$ cat config.mk
export PLATFORM = sky130hd
export DESIGN_NAME = instr_fetch
export DESIGN_NICKNAME = d
export VERILOG_FILES = /design/src/rtl/fetch_pkg.sv /design/src/rtl/pc_next.sv /design/src/rtl/instr_fetch.sv
export SDC_FILE = /design/constraint.sdc
export NUM_CORES = 1
export LEC_CHECK = 0
export CAP_MARGIN = 20
export CORE_ASPECT_RATIO = 2
export CORE_MARGIN = 10
export CORE_UTILIZATION = 38
export DETAILED_ROUTE_END_ITERATION = 8
export PLACE_DENSITY = 0.69
export SYNTH_ARGS = -nofsm -noshare
export SYNTH_HDL_FRONTEND = slang
export SYNTH_SLANG_ARGS = --single-unit
$ cat constraint.sdc
create_clock -name clk -period 2.6 [get_ports clk]
set_input_delay 0.78 -clock clk [delete_from_list [all_inputs] [get_ports clk]]
set_output_delay 0.78 -clock clk [all_outputs]
set_load 0.005 [all_outputs]
$ cat src/rtl/fetch_pkg.sv
// Shared definitions for the instruction-fetch stage and its neighbours.
// The FAULT state exists only when FETCH_MISALIGN_TRAP_EN is defined.
package fetch_pkg;

  localparam logic [31:0] RESET_PC_DEFAULT = 32'h0000_0000;
  localparam int          PC_INC           = 4;

  typedef enum logic [2:0] {
    BOOT = 3'd0,
    REQ  = 3'd1,
    WAIT = 3'd2,
    DROP = 3'd3,
    HOLD = 3'd4
`ifdef FETCH_MISALIGN_TRAP_EN
    ,
    FAULT = 3'd5
`endif
  } fetch_state_t;

endpackage

$ cat src/rtl/pc_next.sv
// Next-PC selection: redirect target, sequential +4, or hold.
// Without FETCH_MISALIGN_TRAP_EN the low two target bits are cleared;
// with it the target is taken as-is and flagged when misaligned.
module pc_next
  import fetch_pkg::*;
#(
  parameter int XLEN = 32
) (
  input  logic [XLEN-1:0] pc,
  input  logic            redirect,
  input  logic [XLEN-1:0] redirect_pc,
  input  logic            advance,
  output logic [XLEN-1:0] pc_nxt
`ifdef FETCH_MISALIGN_TRAP_EN
  ,
  output logic            misaligned
`endif
);

  logic [XLEN-1:0] target;

`ifdef FETCH_MISALIGN_TRAP_EN
  assign target     = redirect_pc;
  assign misaligned = |redirect_pc[1:0];
`else
  assign target     = redirect_pc & ~XLEN'(3);
`endif

  // Redirect wins over the sequential increment; otherwise the PC holds.
  always_comb begin
    pc_nxt = pc;
    if (redirect) begin
      pc_nxt = target;
    end else if (advance) begin
      pc_nxt = pc + XLEN'(PC_INC);
    end
  end

endmodule

$ cat src/rtl/instr_fetch.sv
// Multicycle instruction fetch: owns the PC, issues one memory request at a
// time and presents the returned word in the instruction register.
// Optional feature macro: FETCH_MISALIGN_TRAP_EN (misaligned redirect trap).
//
// state | meaning
// BOOT  | first cycle after reset, no request yet
// REQ   | request for pc offered to memory
// WAIT  | request accepted, waiting for the response word
// DROP  | a squashed response is still outstanding; discard it
// HOLD  | instruction register valid, waiting for downstream
// FAULT | misaligned redirect taken; idle until an aligned redirect
module instr_fetch
  import fetch_pkg::*;
#(
  parameter int              XLEN     = 32,
  parameter logic [XLEN-1:0] RESET_PC = XLEN'(RESET_PC_DEFAULT)
) (
  input  logic            clk,
  input  logic            rst_n,
  output logic            imem_req_valid,
  input  logic            imem_req_ready,
  output logic [XLEN-1:0] imem_addr,
  input  logic            imem_rsp_valid,
  input  logic [XLEN-1:0] imem_rsp_data,
  output logic            instr_valid,
  input  logic            instr_ready,
  output logic [XLEN-1:0] instr,
  output logic [XLEN-1:0] instr_pc,
  input  logic            redirect,
  input  logic [XLEN-1:0] redirect_pc,
  output logic            fetch_fault
);

  fetch_state_t    state;
  fetch_state_t    state_nxt;
  logic [XLEN-1:0] pc;
  logic [XLEN-1:0] pc_nxt;
  logic [XLEN-1:0] inflight_pc;
  logic            accept;
  logic            load_ir;
  logic            consume;

`ifdef FETCH_MISALIGN_TRAP_EN
  logic            misaligned;
  logic            rsp_pending;
`endif

  pc_next #(
    .XLEN(XLEN)
  ) u_pc_next (
    .pc          (pc),
    .redirect    (redirect),
    .redirect_pc (redirect_pc),
    .advance     (load_ir),
    .pc_nxt      (pc_nxt)
`ifdef FETCH_MISALIGN_TRAP_EN
    ,
    .misaligned  (misaligned)
`endif
  );

  assign imem_req_valid = (state == REQ);
  assign imem_addr      = pc;

  // Next-state and handshake decode; redirect overrides every other event.
  always_comb begin
    state_nxt = state;
    accept    = 1'b0;
    load_ir   = 1'b0;
    consume   = 1'b0;
    case (state)
      BOOT: state_nxt = REQ;
      REQ: begin
        if (!redirect && imem_req_ready) begin
          accept    = 1'b1;
          state_nxt = WAIT;
        end
      end
      WAIT: begin
        if (redirect) begin
          state_nxt = imem_rsp_valid ? REQ : DROP;
        end else if (imem_rsp_valid) begin
          load_ir   = 1'b1;
          state_nxt = HOLD;
        end
      end
      DROP: begin
        if (imem_rsp_valid) begin
          state_nxt = REQ;
        end
      end
      HOLD: begin
        if (redirect) begin
          state_nxt = REQ;
        end else if (instr_ready) begin
          consume   = 1'b1;
          state_nxt = REQ;
        end
      end
`ifdef FETCH_MISALIGN_TRAP_EN
      FAULT: begin
        if (redirect) begin
          state_nxt = (rsp_pending && !imem_rsp_valid) ? DROP : REQ;
        end
      end
`endif
      default: state_nxt = BOOT;
    endcase
`ifdef FETCH_MISALIGN_TRAP_EN
    if (redirect && misaligned) begin
      state_nxt = FAULT;
    end
`endif
  end

  // State register.
  always_ff @(posedge clk or negedge rst_n) begin
    if (!rst_n) begin
      state <= BOOT;
    end else begin
      state <= state_nxt;
    end
  end

  // PC, in-flight address and instruction register.
  always_ff @(posedge clk or negedge rst_n) begin
    if (!rst_n) begin
      pc          <= RESET_PC;
      inflight_pc <= '0;
      instr       <= '0;
      instr_pc    <= '0;
      instr_valid <= 1'b0;
    end else begin
      pc <= pc_nxt;
      if (accept) begin
        inflight_pc <= pc;
      end
      if (load_ir) begin
        instr       <= imem_rsp_data;
        instr_pc    <= inflight_pc;
        instr_valid <= 1'b1;
      end else if (redirect || consume) begin
        instr_valid <= 1'b0;
      end
    end
  end

`ifdef FETCH_MISALIGN_TRAP_EN
  // Track an outstanding response so FAULT can exit through DROP.
  always_ff @(posedge clk or negedge rst_n) begin
    if (!rst_n) begin
      rsp_pending <= 1'b0;
      fetch_fault <= 1'b0;
    end else begin
      if (imem_rsp_valid) begin
        rsp_pending <= 1'b0;
      end else if (accept) begin
        rsp_pending <= 1'b1;
      end
      if (redirect) begin
        fetch_fault <= misaligned;
      end
    end
  end
`else
  assign fetch_fault = 1'b0;
`endif

endmodule

==> summary.md <==
| Metric | Value |
|---|---|
| Root Driver | clkbuf_16 |
| Top_reg_cell synth | dfrtp_1 |
| Mapped cell area | 5530 um^2 |
| RD Place Congestion | 0.780 |
| H-tree levels | 4 |
| Final hold vios | 0 |
| DP HPWL | 12.4 mm |
| Max-cap violation count | 0 |
| Resized cells post-CTS | 0 |
| Hold Path Class | in2async |
| Average wire per standard cell | 17.7 um |
| Clock buffer depth | 2 |
| CP Class | reg2out |
| Power Density | 855 nW/um^2 |
| Total Routing Usage GR | 0.169 |
| Via count | 4749 |
| Ant. Diodes | 0 |
| Setup Total Neg Slack | 0 ns |
| CTS Buf Count | 17 |
| Synth unique cells | 48 |
| Sequential area share after synthesis | 0.571 |
| Number of core rows | 62 |
| Die area | 20100 um^2 |
| Post-route antenna net violation count | 0 |
| Initial Util | 0.385 |
| Post-layout nets | 814 |
| PortBufs | 161 |
| Fin crit period | 2.45 ns |
| Post-Synthesis Cells | 578 |
| Yosys reg bits | 126 |
| Fmax | 0.409 GHz |
| Synth Warn # | 0 |
| Most common cell after layout, fill and taps aside | nand2_1 |
| DRC viols | 0 |
| Run status | complete, no violations |
| P&R area growth vs syn | 44.2% |
| Required @ worst endpoint | 1.82 ns |
| CTS Sinks | 126 |
| Fill count | 1259 |
| CP max FO | 6 |
| Commonest cells after routing, fill and taps aside | nand2_1 (227), clkdlybuf4s50_1 (159), dfrtp_1 (126) |
| Unrepaired setup endpoints after global routing | false |
| Largest net degree at the start of global routing | 51 |
| Worst-Skew Late Latency | 0.41 ns |
| Clk slew on worst S/H paths | 0.05 ns |
| Vias/cell | 5.01 |
| Syn avg cell area | 9.56 um^2 |
| Leak | 3.69 nW |
| Number of synthesized flops with an enable pin | 0 |
| Io pins | 169 |
| Global route total overflow | 0 |
| FFs w/ async S/R, synth | 1.00 |
| Post-CTS Setup Repair Bufs | 0 |
| FF-to-FF path depth | 6 |
| Critical Path Sink Type | primary output |
| Vias in the first global route | 5001 |
| Die H | 191 um |
| Crit path arrival time | 1.67 ns |
| Worst IR Drop VDD | 0.000486 V |
| CTS Hold Bufs | 0 |
| Final Skew | 0.0135 ns |
| Core footprint | 14400 um^2 |
| First-pass GRT wire length | 27.1 mm |
| Slew Limit Fails | 0 |
| CTS tree | done |
| DRT Pass-1 Iters | 4 |
| Final setup vio count | 0 |
| Initial antenna violation count | 0 |
| DR iter-0 viols | 190 |
| Final worst path period share | 0.941 |
| Layout cell share with drive strength beyond 1 | 0.115 |
| Total power | 0.00681 W |
| Routed wire length | 16.8 mm |
| Die width | 105 um |
| Crit start category | flip-flop |
==> critical path: stages, from the launching register on <==
cell	delay, ns
dfrtp_1	0.44
inv_1	0.11
and3_1	0.19
clkdlybuf4s50_1	0.52
==> routing by layer <==
| metal | vias up | wire length [um] | GRT usage |
|---|---|---|---|
| li1 | 2268 | - | - |
| met1 | 2321 | 5970 | 0.172 |
| met2 | 138 | 9480 | 0.312 |
| met3 | 22 | 886 | 0.0450 |
| met4 | 0 | 424 | 0.0727 |
| met5 | - | 0 | 0 |
==> cell type report <==
cell class | instances | area [um^2] | area share
well taps | 192 | 240 | 0.0302
inverters | 6 | 22.5 | 0.00283
clock buffers | 18 | 439 | 0.0551
multi-input cells | 413 | 2190 | 0.275
clock inverters | 13 | 140 | 0.0176
flip-flops and latches | 126 | 3150 | 0.396
repair buffers | 179 | 1780 | 0.224
==> kinds of logic (layout without fill, tap and decap cells) <==
logic type / after synthesis / count (layout) / synth area share
adders and majority gates: 1 / 1 / 0.00226
AOI/OAI and AO/OA: 68 / 68 / 0.0852
DFF: 126 / 126 / 0.571
and+or+nand+nor: 311 / 311 / 0.247
xor gates and xnor gates: 1 / 1 / 0.00159
buffers and inverters: 43 / 216 / 0.0374
other: 1 / 5 / 0.000679
muxes: 27 / 27 / 0.0550
==> metrics by stage <==
step	instance area [um^2]	setup WS, ns	util	hold slack (ns)	instances
CTS	7960	0.124	0.554	0.303	946
detailed placement	7380	-0.124	0.514	0.447	915
finish	7970	0.152	0.555	0.300	947
floorplan	5540	0.602	-	0.433	582
global route	7970	0.0285	0.555	0.306	947
global placement	7380	-0.0140	0.514	0.443	915
==> state kept, by name, indices dropped and copies added (netlist names) <==
name / cells
imem_addr: 30
inflight_pc: 30
instr: 32
instr_pc: 30
instr_valid: 1
state: 3
==> final timing paths <==
path | startpoint | to | slack, ns
worst max register to register | state[2] | imem_addr[12] | 0.48
worst min register to register | inflight_pc[11] | instr_pc[11] | 0.46
min in group clk | inflight_pc[11] | instr_pc[11] | 0.46
max in group asynchronous | rst_n | instr_pc[17] | 1.60
worst max-delay path | state[2] | imem_req_valid | 0.15
worst min-delay path | rst_n | imem_addr[19] | 0.30
==> synthesized netlist by cell type (3+ instances only) <==
master    number  area share
a221o_1        6       0.011
and3_1         8      0.0091
o31ai_1        3      0.0041
buf_2         17       0.015
nor2b_1        6      0.0068
nand3_1       18       0.016
and2_1         3      0.0034
nor2_1        16       0.011
inv_1          6      0.0041
a31oi_1        5      0.0057
o211ai_1       5      0.0068
nand2_1      228        0.15
mux2_2        27       0.055
buf_4          6      0.0082
dfrtp_1      126        0.57
nand3b_1       5      0.0068
clkbuf_1      12      0.0082
o311ai_0       8       0.013
o21ai_0       24       0.022
nand4_1        9       0.010
a21o_1         5      0.0068
==> report_power, final <==
group          internal, W  switching, W  total [W]
Clock              0.00143      0.000883    0.00232
Combinational      0.00103      0.000613    0.00165
Sequential         0.00250      0.000341    0.00284
Total              0.00497       0.00184    0.00681
No activity file was read; power rests on OpenSTA's default activity.
